**config.mk**
```make
export PLATFORM = sky130hd
export DESIGN_NAME = dist_avg_bcd
export DESIGN_NICKNAME = d
export VERILOG_FILES = /design/src/rtl/dist_avg_bcd.sv
export SDC_FILE = /design/constraint.sdc
export NUM_CORES = 1
export LEC_CHECK = 0
export ABC_AREA = 1
export BUFFER_PORTS_ARGS = -buffer_cell sky130_fd_sc_hd__buf_2
export CAP_MARGIN = 25
export CORE_MARGIN = 2
export CORE_UTILIZATION = 55
export CTS_CLUSTER_SIZE = 24
export DETAILED_ROUTE_END_ITERATION = 8
export PLACE_DENSITY = 0.73
export SYNTH_ARGS = -nofsm -noshare
export SYNTH_HDL_FRONTEND = slang
export SYNTH_SLANG_ARGS = --single-unit
```
**constraint.sdc**
```tcl
create_clock -name sys_clk50m -period 6.6 [get_ports sys_clk50m]
set_input_delay 0.99 -clock sys_clk50m [delete_from_list [all_inputs] [get_ports sys_clk50m]]
set_output_delay 0.99 -clock sys_clk50m [all_outputs]
set_load 0.01 [all_outputs]
```
**src/rtl/dist_avg_bcd.sv**
```systemverilog
// -----------------------------------------------------------------------------
// dist_avg_bcd
//
// Post-processing stage that sits between the echo-width distance counter and
// the four-digit seven-segment driver. Each accepted binary sample (cm) is
// pushed into a 2^AVG_LOG2-deep moving-average window. The average (or the raw
// sample while the window is still filling) is clamped to MAX_VAL. It is then
// converted to packed BCD by a sequential shift-add-3 (double-dabble) engine
// that takes one cycle per input bit.
//
// Ports:
//   sys_clk50m  in   50 MHz system clock
//   sys_rst     in   asynchronous, active-high reset
//   din         in   binary distance sample, IN_W bits
//   din_valid   in   one-cycle strobe qualifying din
//   bcd_out     out  packed BCD result (digit 3 in [15:12]), held between updates
//   bcd_valid   out  one-cycle pulse when bcd_out is updated
//   over_range  out  the average was clamped to MAX_VAL; updated with bcd_out
//   busy        out  a conversion is in progress
//   dropped     out  one-cycle pulse after a din_valid that arrived while busy
// -----------------------------------------------------------------------------
`timescale 1ns/1ps
module dist_avg_bcd #(
    parameter int IN_W     = 14,
    parameter int AVG_LOG2 = 2,
    parameter int MAX_VAL  = 9999
) (
    input  logic            sys_clk50m,
    input  logic            sys_rst,
    input  logic [IN_W-1:0] din,
    input  logic            din_valid,
    output logic [15:0]     bcd_out,
    output logic            bcd_valid,
    output logic            over_range,
    output logic            busy,
    output logic            dropped
);

    localparam int DEPTH  = 1 << AVG_LOG2;
    localparam int SUM_W  = IN_W + AVG_LOG2;
    localparam int CNT_W  = $clog2(IN_W + 1);
    localparam int FILL_W = AVG_LOG2 + 1;

    localparam logic [FILL_W-1:0] FULL      = FILL_W'(DEPTH);
    localparam logic [CNT_W-1:0]  LAST_SHFT = CNT_W'(IN_W - 1);
    localparam logic [IN_W-1:0]   MAX_V     = IN_W'(MAX_VAL);

    typedef enum logic [1:0] {
        IDLE,
        ACCUM,
        SHIFT,
        DONE
    } state_t;

    state_t                state_q, state_d;
    logic [IN_W-1:0]       sample_q, sample_d;
    logic [IN_W-1:0]       win_q [DEPTH];
    logic [AVG_LOG2-1:0]   wrPtr_q, wrPtr_d;
    logic [SUM_W-1:0]      sum_q, sum_d;
    logic [FILL_W-1:0]     fill_q, fill_d;
    logic [IN_W-1:0]       bin_q, bin_d;
    logic [15:0]           bcdAcc_q, bcdAcc_d;
    logic [CNT_W-1:0]      shiftCnt_q, shiftCnt_d;
    logic                  clamp_q, clamp_d;
    logic [15:0]           bcdOut_q, bcdOut_d;
    logic                  overRange_q, overRange_d;
    logic                  bcdValid_q, bcdValid_d;
    logic                  dropped_q, dropped_d;
    logic                  winWe;

    logic [IN_W-1:0]       oldest;
    logic [SUM_W-1:0]      sumNext;
    logic [FILL_W-1:0]     fillNext;
    logic [IN_W-1:0]       avgValue;
    logic [IN_W-1:0]       rawValue;
    logic [IN_W-1:0]       loadValue;
    logic                  loadClamp;
    logic [15:0]           bcdAdj;

    // Window arithmetic for the ACCUM cycle. The entry being overwritten is
    // zero until the window has wrapped once, because the buffer resets to
    // zero, so the running sum needs no special start-up handling.
    always_comb begin
        oldest   = win_q[wrPtr_q];
        sumNext  = sum_q - SUM_W'(oldest) + SUM_W'(sample_q);
        fillNext = (fill_q == FULL) ? fill_q : fill_q + 1'b1;
        avgValue = sumNext[SUM_W-1:AVG_LOG2];
        rawValue = (fillNext < FULL) ? sample_q : avgValue;
        if (rawValue > MAX_V) begin
            loadValue = MAX_V;
            loadClamp = 1'b1;
        end else begin
            loadValue = rawValue;
            loadClamp = 1'b0;
        end
    end

    // Double-dabble correction: any BCD digit of 5 or more gets +3 so the
    // following left shift carries correctly into the next decimal digit.
    always_comb begin
        bcdAdj = bcdAcc_q;
        for (int n = 0; n < 4; n++) begin
            if (bcdAcc_q[4*n +: 4] >= 4'd5) begin
                bcdAdj[4*n +: 4] = bcdAcc_q[4*n +: 4] + 4'd3;
            end
        end
    end

    // Next-state and datapath control. Pulse outputs default low so they can
    // only be high for the single cycle after the event that raised them.
    always_comb begin
        state_d     = state_q;
        sample_d    = sample_q;
        wrPtr_d     = wrPtr_q;
        sum_d       = sum_q;
        fill_d      = fill_q;
        bin_d       = bin_q;
        bcdAcc_d    = bcdAcc_q;
        shiftCnt_d  = shiftCnt_q;
        clamp_d     = clamp_q;
        bcdOut_d    = bcdOut_q;
        overRange_d = overRange_q;
        bcdValid_d  = 1'b0;
        dropped_d   = 1'b0;
        winWe       = 1'b0;

        case (state_q)
            IDLE: begin
                if (din_valid) begin
                    sample_d = din;
                    state_d  = ACCUM;
                end
            end
            ACCUM: begin
                winWe      = 1'b1;
                sum_d      = sumNext;
                wrPtr_d    = wrPtr_q + 1'b1;
                fill_d     = fillNext;
                bin_d      = loadValue;
                clamp_d    = loadClamp;
                bcdAcc_d   = '0;
                shiftCnt_d = '0;
                state_d    = SHIFT;
            end
            SHIFT: begin
                {bcdAcc_d, bin_d} = {bcdAdj, bin_q} << 1;
                shiftCnt_d        = shiftCnt_q + 1'b1;
                if (shiftCnt_q == LAST_SHFT) begin
                    state_d = DONE;
                end
            end
            DONE: begin
                bcdOut_d    = bcdAcc_q;
                overRange_d = clamp_q;
                bcdValid_d  = 1'b1;
                state_d     = IDLE;
            end
            default: begin
                state_d = IDLE;
            end
        endcase

        // A strobe while busy is discarded; nothing else reacts to it.
        if (state_q != IDLE && din_valid) begin
            dropped_d = 1'b1;
        end
    end

    // State and datapath registers.
    always_ff @(posedge sys_clk50m or posedge sys_rst) begin
        if (sys_rst) begin
            state_q     <= IDLE;
            sample_q    <= '0;
            wrPtr_q     <= '0;
            sum_q       <= '0;
            fill_q      <= '0;
            bin_q       <= '0;
            bcdAcc_q    <= '0;
            shiftCnt_q  <= '0;
            clamp_q     <= 1'b0;
            bcdOut_q    <= '0;
            overRange_q <= 1'b0;
            bcdValid_q  <= 1'b0;
            dropped_q   <= 1'b0;
        end else begin
            state_q     <= state_d;
            sample_q    <= sample_d;
            wrPtr_q     <= wrPtr_d;
            sum_q       <= sum_d;
            fill_q      <= fill_d;
            bin_q       <= bin_d;
            bcdAcc_q    <= bcdAcc_d;
            shiftCnt_q  <= shiftCnt_d;
            clamp_q     <= clamp_d;
            bcdOut_q    <= bcdOut_d;
            overRange_q <= overRange_d;
            bcdValid_q  <= bcdValid_d;
            dropped_q   <= dropped_d;
        end
    end

    // Averaging window. Reset clears the history so the first sample after
    // a reset is passed straight through.
    always_ff @(posedge sys_clk50m or posedge sys_rst) begin
        if (sys_rst) begin
            for (int i = 0; i < DEPTH; i++) begin
                win_q[i] <= '0;
            end
        end else if (winWe) begin
            win_q[wrPtr_q] <= sample_q;
        end
    end

    assign bcd_out    = bcdOut_q;
    assign bcd_valid  = bcdValid_q;
    assign over_range = overRange_q;
    assign busy       = (state_q != IDLE);
    assign dropped    = dropped_q;

endmodule

```
==> impl_metrics.toml <==
[synthesis]
ys_seq_elements = 147
syn_inst = 983
synth-async-reset-ratio_pct = 100
synth-edff-count = 0
netlist_area_sq_um = 7880
syn-num-nets = 1050
synthTopCellsByArea = "dfrtp_1 47%, nand2_1 10%, o21ai_0 7.6%"
synth.avg_cell_area_sq_um = 8.02
synth_top_area_share_pct = 46.7
yosys_warnings = 0
synthFlopType = "dfrtp_1"
synth.lib_cells_used.distinct = 35
yosys.area.top_type = "dfrtp_1"
ys_seq_area_share_pct = 46.7

[die]
ioPinCount = 37
fp.dieH_um = 124
design.die.area_sq_um = 15300
start_util_pct = 56.6
fp.dieW_um = 124
core_sq_um = 13900
rows = 43

[cells_and_area]
n_antenna_cell = 0
instances_no_fill = 1200
drive_gt1_share_pct = 8.24
area_growth_pct = 12.2
final_nets = 1075
fillers = 1185

[clock_tree]
clk_latency_ns = 0.42
clk_pin_slew_ns = 0.06
postCtsSetupBuffers = 0
cts_sinks = 147
cts_htree_levels = 4
cts_max_path_buffers = 2
ctsHoldBuffers = 0
cts_tree = "done"
cts_resized = 0
cts_buffers = 17
cts_root_buf = "clkbuf_16"

[sta]
setup-tns-final_ns = 0
finalHoldViolations = 0
rsz0062_at_grt = "no"
slew_headroom_pct = 36.1
setup_viol = 0
post-route-period-util_pct = 62.7
fin_ws_ns = 2.46
period_needed_ns = 4.14
slew_viol_final = 0
tightest_slew_ns = 0.957
max_freq_mhz = 242
finClkSkew_ns = 0.00686

[worst_setup_path]
arrival_ns = 4.44
cp-start-kind = "flop"
critical_path_required_ns = 6.90
criticalPathCategory = "reg2reg"
path_max_fanout = 17
endpoint_kind = "flop"

[detailed_routing]
dr_wl_met3_um = 839
wl_met2_um = 8480
vias = 6446
highest_layer = "met4"
wl_per_cell_um = 15.0
ant_nets = 0
vias_per_cell = 5.37
drtIter0Drc = 575
drt_first_pass_iters = 5
drt-met1-wl_um = 8200
routed_wl_um = 18000
drc = 0

[placed_design]
hpwl_um = 12400
io_buffer_count = 36
placedCellCount = 1168
place.gp.congestion = 0.974
pre_cts_slack_ns = 2.62

[grt]
grt_remaining_overflow = 0
grt_use_total_pct = 25.8
grt_pass1_vias = 6256
antenna_found_initial = 0
grt_pass1_wl_um = 30300
grt_max_degree = 91

[flow_run]
cap_violations = 0

[status]
run_status = "finished clean"

[hold_path]
hold_class = "reg2reg"
-- final cells by class --
| cell class | instances | area (sq um) | area share [%] |
|---|---|---|---|
| Clock inverter | 11 | 203 | 2.29 |
| Timing Repair Buffer | 41 | 225 | 2.55 |
| Sequential cell | 147 | 3680 | 41.6 |
| Inverter | 139 | 527 | 5.95 |
| Clock buffer | 20 | 447 | 5.05 |
| Tap cell | 180 | 225 | 2.55 |
| Multi-Input combinational cell | 662 | 3540 | 40.0 |
-- synthesized netlist by cell type, drive strengths merged (3+ instances only) --
library cell / instances
o211ai: 4
xor2: 8
xnor2: 4
o21ai: 125
ha: 36
fa: 14
nand2: 225
a21oi: 47
inv: 137
clkbuf: 30
or2: 3
a31oi: 4
nand3: 45
dfrtp: 147
nor2: 106
o22ai: 24
buf: 5
nand4: 4
-- routing by layer --
layer / up-vias / GRT usage (%)
li1: 3197 / -
met1: 3061 / 35.5
met2: 162 / 40.7
met3: 26 / 4.99
met4: 0 / 9.94
met5: - / 0
-- registers in the layout (all words and copies together) (netlist names) --
| name | flops |
|---|---|
| bcdAcc_q | 16 |
| bcd_out | 16 |
| bcd_valid | 1 |
| bin_q | 14 |
| clamp_q | 1 |
| dropped | 1 |
| fill_q | 3 |
| over_range | 1 |
| sample_q | 14 |
| shiftCnt_q | 4 |
| state_q | 2 |
| sum_q | 16 |
| win_q | 56 |
| wrPtr_q | 2 |
-- cells in the final DEF (no fill, tap or decap), types with 3 or more instances in the layout --
cell type  Yosys  routed
nand2_1      220     220
dfrtp_1      147     147
inv_1        137     136
o21ai_0      120     120
nor2_1       106     106
a21oi_1       46      46
nand3_1       45      45
ha_1          36      36
buf_2          2      36
o22ai_1       24      24
clkbuf_16      0      17
fa_1          14      14
xor2_1         8       8
nand2_2        5       5
bufinv_16      0       5
clkinv_4       0       5
xnor2_1        4       4
nand4_1        4       4
o211ai_1       4       4
a31oi_1        4       4
buf_4          0       4
o21ai_2        3       3
-- stage by stage --
stage          hold WS, ns  util (%)  cell area (sq um)
2_1_floorplan        0.448         -               7880
3_3_place_gp         0.461      58.7               8180
3_5_place_dp         0.467      58.7               8180
4_1_cts              0.482      63.4               8830
5_1_grt              0.501      63.5               8850
6_report             0.485      63.5               8850
-- cells by family (layout without fill, tap and decap cells) --
group | Yosys count | after routing | share of synthesized area (%)
buffers and inverters | 174 | 211 | 8.41
adders and majority gates | 50 | 50 | 9.27
and+or+nand+nor | 387 | 387 | 19.7
xor gates and xnor gates | 12 | 12 | 1.33
DFF | 147 | 147 | 46.7
muxes | 1 | 1 | 0.143
AOI/OAI and AO/OA | 212 | 212 | 14.5
-- critical path, stage by stage, from the launching register on --
cell and delay (ns):
dfrtp_1 0.64, inv_1 0.40, o21ai_0 0.22, o22ai_1 0.15
fa_1 0.52, inv_1 0.08, fa_1 0.51, nand3_1 0.13
nand3_1 0.16, nand2_1 0.14, nand2_1 0.06, nand2_1 0.07
nand3_1 0.06, o21ai_1 0.17, nand3_1 0.14, nand3_1 0.08
nand2_1 0.06, nand2_2 0.21, nand2_1 0.08, nand2_1 0.06
nand2_1 0.05
-- final timing paths --
check	from	endpoint	slack, ns	depth (start not counted)
max in group asynchronous	sys_rst	sum_q[14]$_DFFE_PP0P_	4.66	3
min in group asynchronous	sys_rst	win_q[22]$_DFFE_PP0P_	0.70	2
worst min-delay path	bin_q[9]$_DFFE_PP0P_	bin_q[9]$_DFFE_PP0P_	0.48	2
worst max-delay path	wrPtr_q[1]$_DFFE_PP0P_	bin_q[10]$_DFFE_PP0P_	2.46	20
worst max register to register	wrPtr_q[1]$_DFFE_PP0P_	bin_q[10]$_DFFE_PP0P_	2.46	20
worst min register to register	bin_q[9]$_DFFE_PP0P_	bin_q[9]$_DFFE_PP0P_	0.48	2
Power is not shown: default switching activity piles up to over one toggle a cycle in this logic, so the estimate is an artifact.
